File: config.mk
export PLATFORM = sky130hd
export DESIGN_NAME = spi_load_ctrl
export DESIGN_NICKNAME = d
export VERILOG_FILES = /design/src/rtl/spi_load_pkg.sv /design/src/rtl/spi_byte_rx.sv /design/src/rtl/spi_load_ctrl.sv
export SDC_FILE = /design/constraint.sdc
export NUM_CORES = 1
export LEC_CHECK = 0
export CORE_ASPECT_RATIO = 0.5
export CORE_UTILIZATION = 30
export CTS_BUF_LIST = sky130_fd_sc_hd__clkbuf_16
export DETAILED_ROUTE_END_ITERATION = 7
export PLACE_DENSITY = 0.53
export SYNTH_ARGS = -nofsm -noshare
export SYNTH_HDL_FRONTEND = slang
export SYNTH_SLANG_ARGS = --single-unit
File: constraint.sdc
create_clock -name clk -period 2.1 [get_ports clk]
set_clock_uncertainty 0.05 [all_clocks]
set_input_delay 0.42 -clock clk [delete_from_list [all_inputs] [get_ports clk]]
set_output_delay 0.42 -clock clk [all_outputs]
set_load 0.005 [all_outputs]
File: src/rtl/spi_load_pkg.sv
// spi_load_pkg: command byte codes and FSM state encoding for the SPI boot loader.
package spi_load_pkg;
  localparam logic [7:0] CMD_WRITE = 8'h01;
  localparam logic [7:0] CMD_RUN   = 8'h02;
  localparam logic [7:0] CMD_HALT  = 8'h03;
  typedef enum logic [3:0] {
    S_IDLE,
    S_CMD,
    S_ADDR_HI,
    S_ADDR_LO,
    S_DATA_HI,
    S_DATA_LO,
    S_CSUM_HI,
    S_CSUM_LO,
    S_IGNORE
  } state_t;
endpackage

File: src/rtl/spi_byte_rx.sv
// spi_byte_rx: oversampled SPI mode-0 receiver; emits one-cycle byte strobes framed by ncs.
module spi_byte_rx (
  input  logic       clk,
  input  logic       reset,
  input  logic       sck_i,
  input  logic       ncs_i,
  input  logic       mosi_i,
  output logic [7:0] byte_o,
  output logic       byte_valid_o,
  output logic       cs_active_o
);
  logic [1:0] sck_sync_q, ncs_sync_q, mosi_sync_q;
  logic       sck_prev_q, blk_q, valid_q;
  logic [2:0] cnt_q;
  logic [7:0] shift_q;
  logic       sck_s, ncs_s, mosi_s, rise, cs;
  assign sck_s  = sck_sync_q[1];
  assign ncs_s  = ncs_sync_q[1];
  assign mosi_s = mosi_sync_q[1];
  assign rise   = sck_s & ~sck_prev_q;
  // blk_q masks a frame already in progress when reset releases until ncs is seen high
  assign cs     = ~ncs_s & ~blk_q;
  always_ff @(posedge clk) begin
    sck_sync_q  <= {sck_sync_q[0], sck_i};
    ncs_sync_q  <= {ncs_sync_q[0], ncs_i};
    mosi_sync_q <= {mosi_sync_q[0], mosi_i};
    sck_prev_q  <= sck_s;
  end
  always_ff @(posedge clk) begin
    if (reset) begin
      blk_q   <= 1'b1;
      valid_q <= 1'b0;
      cnt_q   <= '0;
      shift_q <= '0;
    end else begin
      blk_q   <= blk_q & ~ncs_s;
      valid_q <= cs & rise & (cnt_q == 3'd7);
      if (!cs) cnt_q <= '0;
      else if (rise) begin
        cnt_q   <= cnt_q + 3'd1;
        shift_q <= {shift_q[6:0], mosi_s};
      end
    end
  end
  assign byte_o       = shift_q;
  assign byte_valid_o = valid_q;
  assign cs_active_o  = cs;
endmodule

File: src/rtl/spi_load_ctrl.sv
// spi_load_ctrl: SPI command decoder writing CPU program memory; LOADER_CHECKSUM_EN gates RUN on a checksum.
module spi_load_ctrl
  import spi_load_pkg::*;
#(
  parameter int ADDR_W = 11,
  parameter int DATA_W = 16
) (
  input  logic              clk,
  input  logic              reset,
  input  logic              sck,
  input  logic              ncs,
  input  logic              mosi,
  output logic              mem_we,
  output logic [ADDR_W-1:0] mem_addr,
  output logic [DATA_W-1:0] mem_wdata,
  output logic              cpu_reset,
  output logic              load_busy,
  output logic              load_error
);
  logic [7:0]        rx_byte;
  logic              rx_valid, cs_active;
  state_t            state_q, state_d;
  logic [7:0]        hi_q, hi_d;
  logic [ADDR_W-1:0] addr_q, addr_d;
  logic [DATA_W-1:0] wdata_q, wdata_d;
  logic              we_q, we_d, cr_q, cr_d, err_q, err_d;
  logic [15:0]       word;
`ifdef LOADER_CHECKSUM_EN
  logic [DATA_W-1:0] sum_q, sum_d;
`endif
  spi_byte_rx u_rx (
    .clk          (clk),
    .reset        (reset),
    .sck_i        (sck),
    .ncs_i        (ncs),
    .mosi_i       (mosi),
    .byte_o       (rx_byte),
    .byte_valid_o (rx_valid),
    .cs_active_o  (cs_active)
  );
  assign word = {hi_q, rx_byte};
  always_comb begin
    state_d = state_q;
    hi_d    = hi_q;
    addr_d  = we_q ? addr_q + ADDR_W'(1) : addr_q;
    wdata_d = wdata_q;
    we_d    = 1'b0;
    cr_d    = cr_q;
    err_d   = err_q;
`ifdef LOADER_CHECKSUM_EN
    sum_d   = we_q ? sum_q + wdata_q : sum_q;
`endif
    if (!cs_active) state_d = S_IDLE;
    else if (state_q == S_IDLE) state_d = S_CMD;
    else if (rx_valid) begin
      case (state_q)
        S_CMD: begin
          if (rx_byte == CMD_WRITE) begin
            cr_d    = 1'b1;
            err_d   = 1'b0;
            state_d = S_ADDR_HI;
`ifdef LOADER_CHECKSUM_EN
            sum_d   = '0;
`endif
          end else if (rx_byte == CMD_RUN) begin
`ifdef LOADER_CHECKSUM_EN
            state_d = S_CSUM_HI;
`else
            cr_d    = 1'b0;
            state_d = S_IGNORE;
`endif
          end else if (rx_byte == CMD_HALT) begin
            cr_d    = 1'b1;
            state_d = S_IGNORE;
          end else begin
            err_d   = 1'b1;
            state_d = S_IGNORE;
          end
        end
        S_ADDR_HI: begin
          hi_d    = rx_byte;
          state_d = S_ADDR_LO;
        end
        S_ADDR_LO: begin
          addr_d  = word[ADDR_W-1:0];
          state_d = S_DATA_HI;
        end
        S_DATA_HI: begin
          hi_d    = rx_byte;
          state_d = S_DATA_LO;
        end
        S_DATA_LO: begin
          wdata_d = word;
          we_d    = 1'b1;
          state_d = S_DATA_HI;
        end
`ifdef LOADER_CHECKSUM_EN
        S_CSUM_HI: begin
          hi_d    = rx_byte;
          state_d = S_CSUM_LO;
        end
        S_CSUM_LO: begin
          cr_d    = (word == sum_q) ? 1'b0 : cr_q;
          err_d   = (word == sum_q) ? err_q : 1'b1;
          state_d = S_IGNORE;
        end
`endif
        default: state_d = state_q;
      endcase
    end
  end
  always_ff @(posedge clk) begin
    if (reset) begin
      state_q <= S_IDLE;
      hi_q    <= '0;
      addr_q  <= '0;
      wdata_q <= '0;
      we_q    <= 1'b0;
      cr_q    <= 1'b1;
      err_q   <= 1'b0;
`ifdef LOADER_CHECKSUM_EN
      sum_q   <= '0;
`endif
    end else begin
      state_q <= state_d;
      hi_q    <= hi_d;
      addr_q  <= addr_d;
      wdata_q <= wdata_d;
      we_q    <= we_d;
      cr_q    <= cr_d;
      err_q   <= err_d;
`ifdef LOADER_CHECKSUM_EN
      sum_q   <= sum_d;
`endif
    end
  end
  assign mem_we     = we_q;
  assign mem_addr   = addr_q;
  assign mem_wdata  = wdata_q;
  assign cpu_reset  = cr_q;
  assign load_error = err_q;
  assign load_busy  = cs_active;
endmodule

==> impl_metrics.ini <==
[global_route]
overflow = 0
grt_pass1_wl_mm = 8.24
grt_max_degree = 49
grt_util_all_layers_pct = 13.1
antenna_found_initial = 0
grt_pass1_vias = 1733

[worst_hold_path]
min_from = u_rx.sck_sync_q[0]$_DFF_P_
worstHoldPathType = register to register

[clock_tree]
post_cts_buffers = 0
clock_latency_ps = 320
postCtsHoldBufs = 0
cts-resized-gates = 0
cts_sinks = 62
cts_tree = built
clockRootBuffer = clkbuf_16
cts_buffers = 9
clkSlewWorstSetupHoldPaths_ps = 50
cts-htree-levels = 3
clockBufferDepth = 2

[floorplan]
top_level_ports = 36
die_x_um = 129
dieArea_um2 = 8480
num_rows = 22
start_util_pct = 32.1
coreArea_um2 = 7570
die_h_um = 65.6

[timing]
tightest_slew_ps = 426
rsz0062_at_grt = no
fin_setup_tns_ps = 0
period_minus_slack_ps = 1930
drv_slew = 0
finalCritPeriodShare_pct = 91.8
fmaxAchievable_mhz = 519
hold_violations = 0
finalSetupViolations = 0
relSlewSlack_pct = 71.6

[power]
vdd_drop_max_v = 0.000504
combPwrFrac_pct = 1.6
power_density_nw_per_um2 = 826
p_sw_share_pct = 19.5
power_w = 0.00261
p_int_w = 0.00210
p_leak_nw = 1.08
p_seq_share_pct = 45.8
power.share.clock_pct = 52.6
netSwitchingPower_w = 0.000510

[setup_path]
worstReg2RegStart = state_q[3]$_SDFFE_PP0P_
cp-startpoint = state_q[3]$_SDFFE_PP0P_
cp_max_fo = 5
worstSetupStartpointType = register
cp_data_required_time_ps = 2260
end_kind = register
path_class = register to register
rrSetupSlack_ps = 170
cp_data_arrival_time_ps = 2090

[route]
ant_nets = 0
drt-total-wl_mm = 4.93
drt-initial-drc-count = 100
vias = 1823
wire_per_inst_um = 12.3
drc_errors = 0
firstDrtPassIters = 4
viasPerCell = 4.55

[cells_and_area]
multi_input_area_um2 = 1090
seqCellArea_um2 = 1240
final_common_cell = dfxtp_1
mostFrequentLayoutCells = dfxtp_1, nor2_1, clkdlybuf4s50_1, mux2i_1, nand2_1
final_nets = 296
n_antenna_cell = 0
syn2layout_area_growth_pct = 30.1
drive_gt1_share_pct = 6.48
fill_cells = 728

[run]
cap_violations = 0

[synthesis]
synthDistinctLibCells = 34
syn_nets = 263
yosysWarnings = 0
synth.avg_cell_area_um2 = 9.53
ys_seq_elements = 62
netlist_area_um2 = 2430
yosysSeqAreaShare_pct = 51.1
syn_inst = 255

[placed_design]
io_buffers = 35
routabilityCongestion = 0.719
dp_hpwl_mm = 3.35

[status]
status = complete, no violations
per-stage QoR:
step	util (%)	hold slack (ps)	instances	cell area [um^2]	setup WS, ps
3_5_place_dp	38.0	266	385	2880	192
5_1_grt	41.8	281	401	3160	27.0
2_1_floorplan	-	260	255	2430	168
6_report	41.8	279	401	3160	171
3_3_place_gp	38.0	262	385	2880	276
4_1_cts	41.8	279	401	3160	184
worst max-delay path, cell delays in order, from the launching register on:
cell     delay [ps]
dfxtp_1         330
or4b_4          600
nor3_1          390
nand3_1         140
a211o_1         310
final cells by class:
class / instances / area share (%)
inverters: 5 / 0.594
flip-flops and latches: 62 / 39.3
repair buffers: 38 / 12.6
clock inverters: 7 / 1.74
multi-input cells: 172 / 34.4
clock buffers: 9 / 7.13
well taps: 108 / 4.28
cell usage after synthesis, drive strengths merged:
cell type | number | area (um^2)
xnor2 | 9 | 78.8
a21o | 1 | 7.51
a21oi | 12 | 60.1
clkbuf | 11 | 41.3
nor4 | 2 | 12.5
maj3 | 1 | 10.0
nor3 | 7 | 57.6
xor2 | 3 | 26.3
and3 | 2 | 12.5
nand2 | 23 | 86.3
nand2b | 3 | 18.8
buf | 5 | 41.3
or3 | 3 | 23.8
dfxtp | 62 | 1240
nor3b | 1 | 7.51
nand4 | 4 | 25.0
a211o | 1 | 8.76
or4b | 1 | 13.8
nand3 | 3 | 15.0
inv | 5 | 18.8
and2 | 1 | 6.26
o21ai | 1 | 5.00
nor2 | 47 | 176
o311a | 1 | 10.0
a211oi | 12 | 90.1
ha | 3 | 37.5
mux2i | 27 | 270
a31oi | 1 | 6.26
nor2b | 2 | 12.5
and4 | 1 | 8.76
cell families after synthesis:
logic type | after synthesis | share of synthesized area, %
adders and majority gates | 4 | 1.96
and+or+nand+nor | 100 | 19.6
DFF | 62 | 51.1
muxes | 27 | 11.1
AOI/OAI and AO/OA | 29 | 7.72
buffers and inverters | 21 | 4.17
xor gates and xnor gates | 12 | 4.33
state kept, by name, summed over array words and instances (netlist names), 2 cells and up:
register	cells
state_q	4
mem_wdata	16
u_rx.byte_o	8
u_rx.ncs_sync_q	2
mem_addr	11
u_rx.mosi_sync_q	2
u_rx.cnt_q	3
hi_q	8
u_rx.sck_sync_q	2
worst paths after layout:
kind	end	cells past startpoint
hold reg to reg	u_rx.sck_sync_q[1]$_DFF_P_	0
setup reg to reg	cpu_reset$_SDFFE_PP1P_	4
hold / removal	u_rx.sck_sync_q[1]$_DFF_P_	0
setup / recovery	cpu_reset$_SDFFE_PP1P_	4
per-layer routing:
metal	vias up	track usage, %	wire, um
li1	936	-	-
met1	853	16.3	2470
met2	26	20.0	2200
met3	8	5.46	178
met4	0	5.59	77
met5	-	0	0
power groups by stage:
| stage | Sequential (W) | Combinational [W] | Clock [W] |
|---|---|---|---|
| after floorplan | 0.00122 | 0.0000248 | 0 |
| after global placement | 0.00122 | 0.0000430 | 0 |
| after detailed placement | 0.00122 | 0.0000434 | 0 |
| after CTS | 0.00119 | 0.0000436 | 0.00141 |
| after global routing | 0.00119 | 0.0000471 | 0.00148 |
| final | 0.00119 | 0.0000430 | 0.00137 |
(Power assumes the default switching activity.)
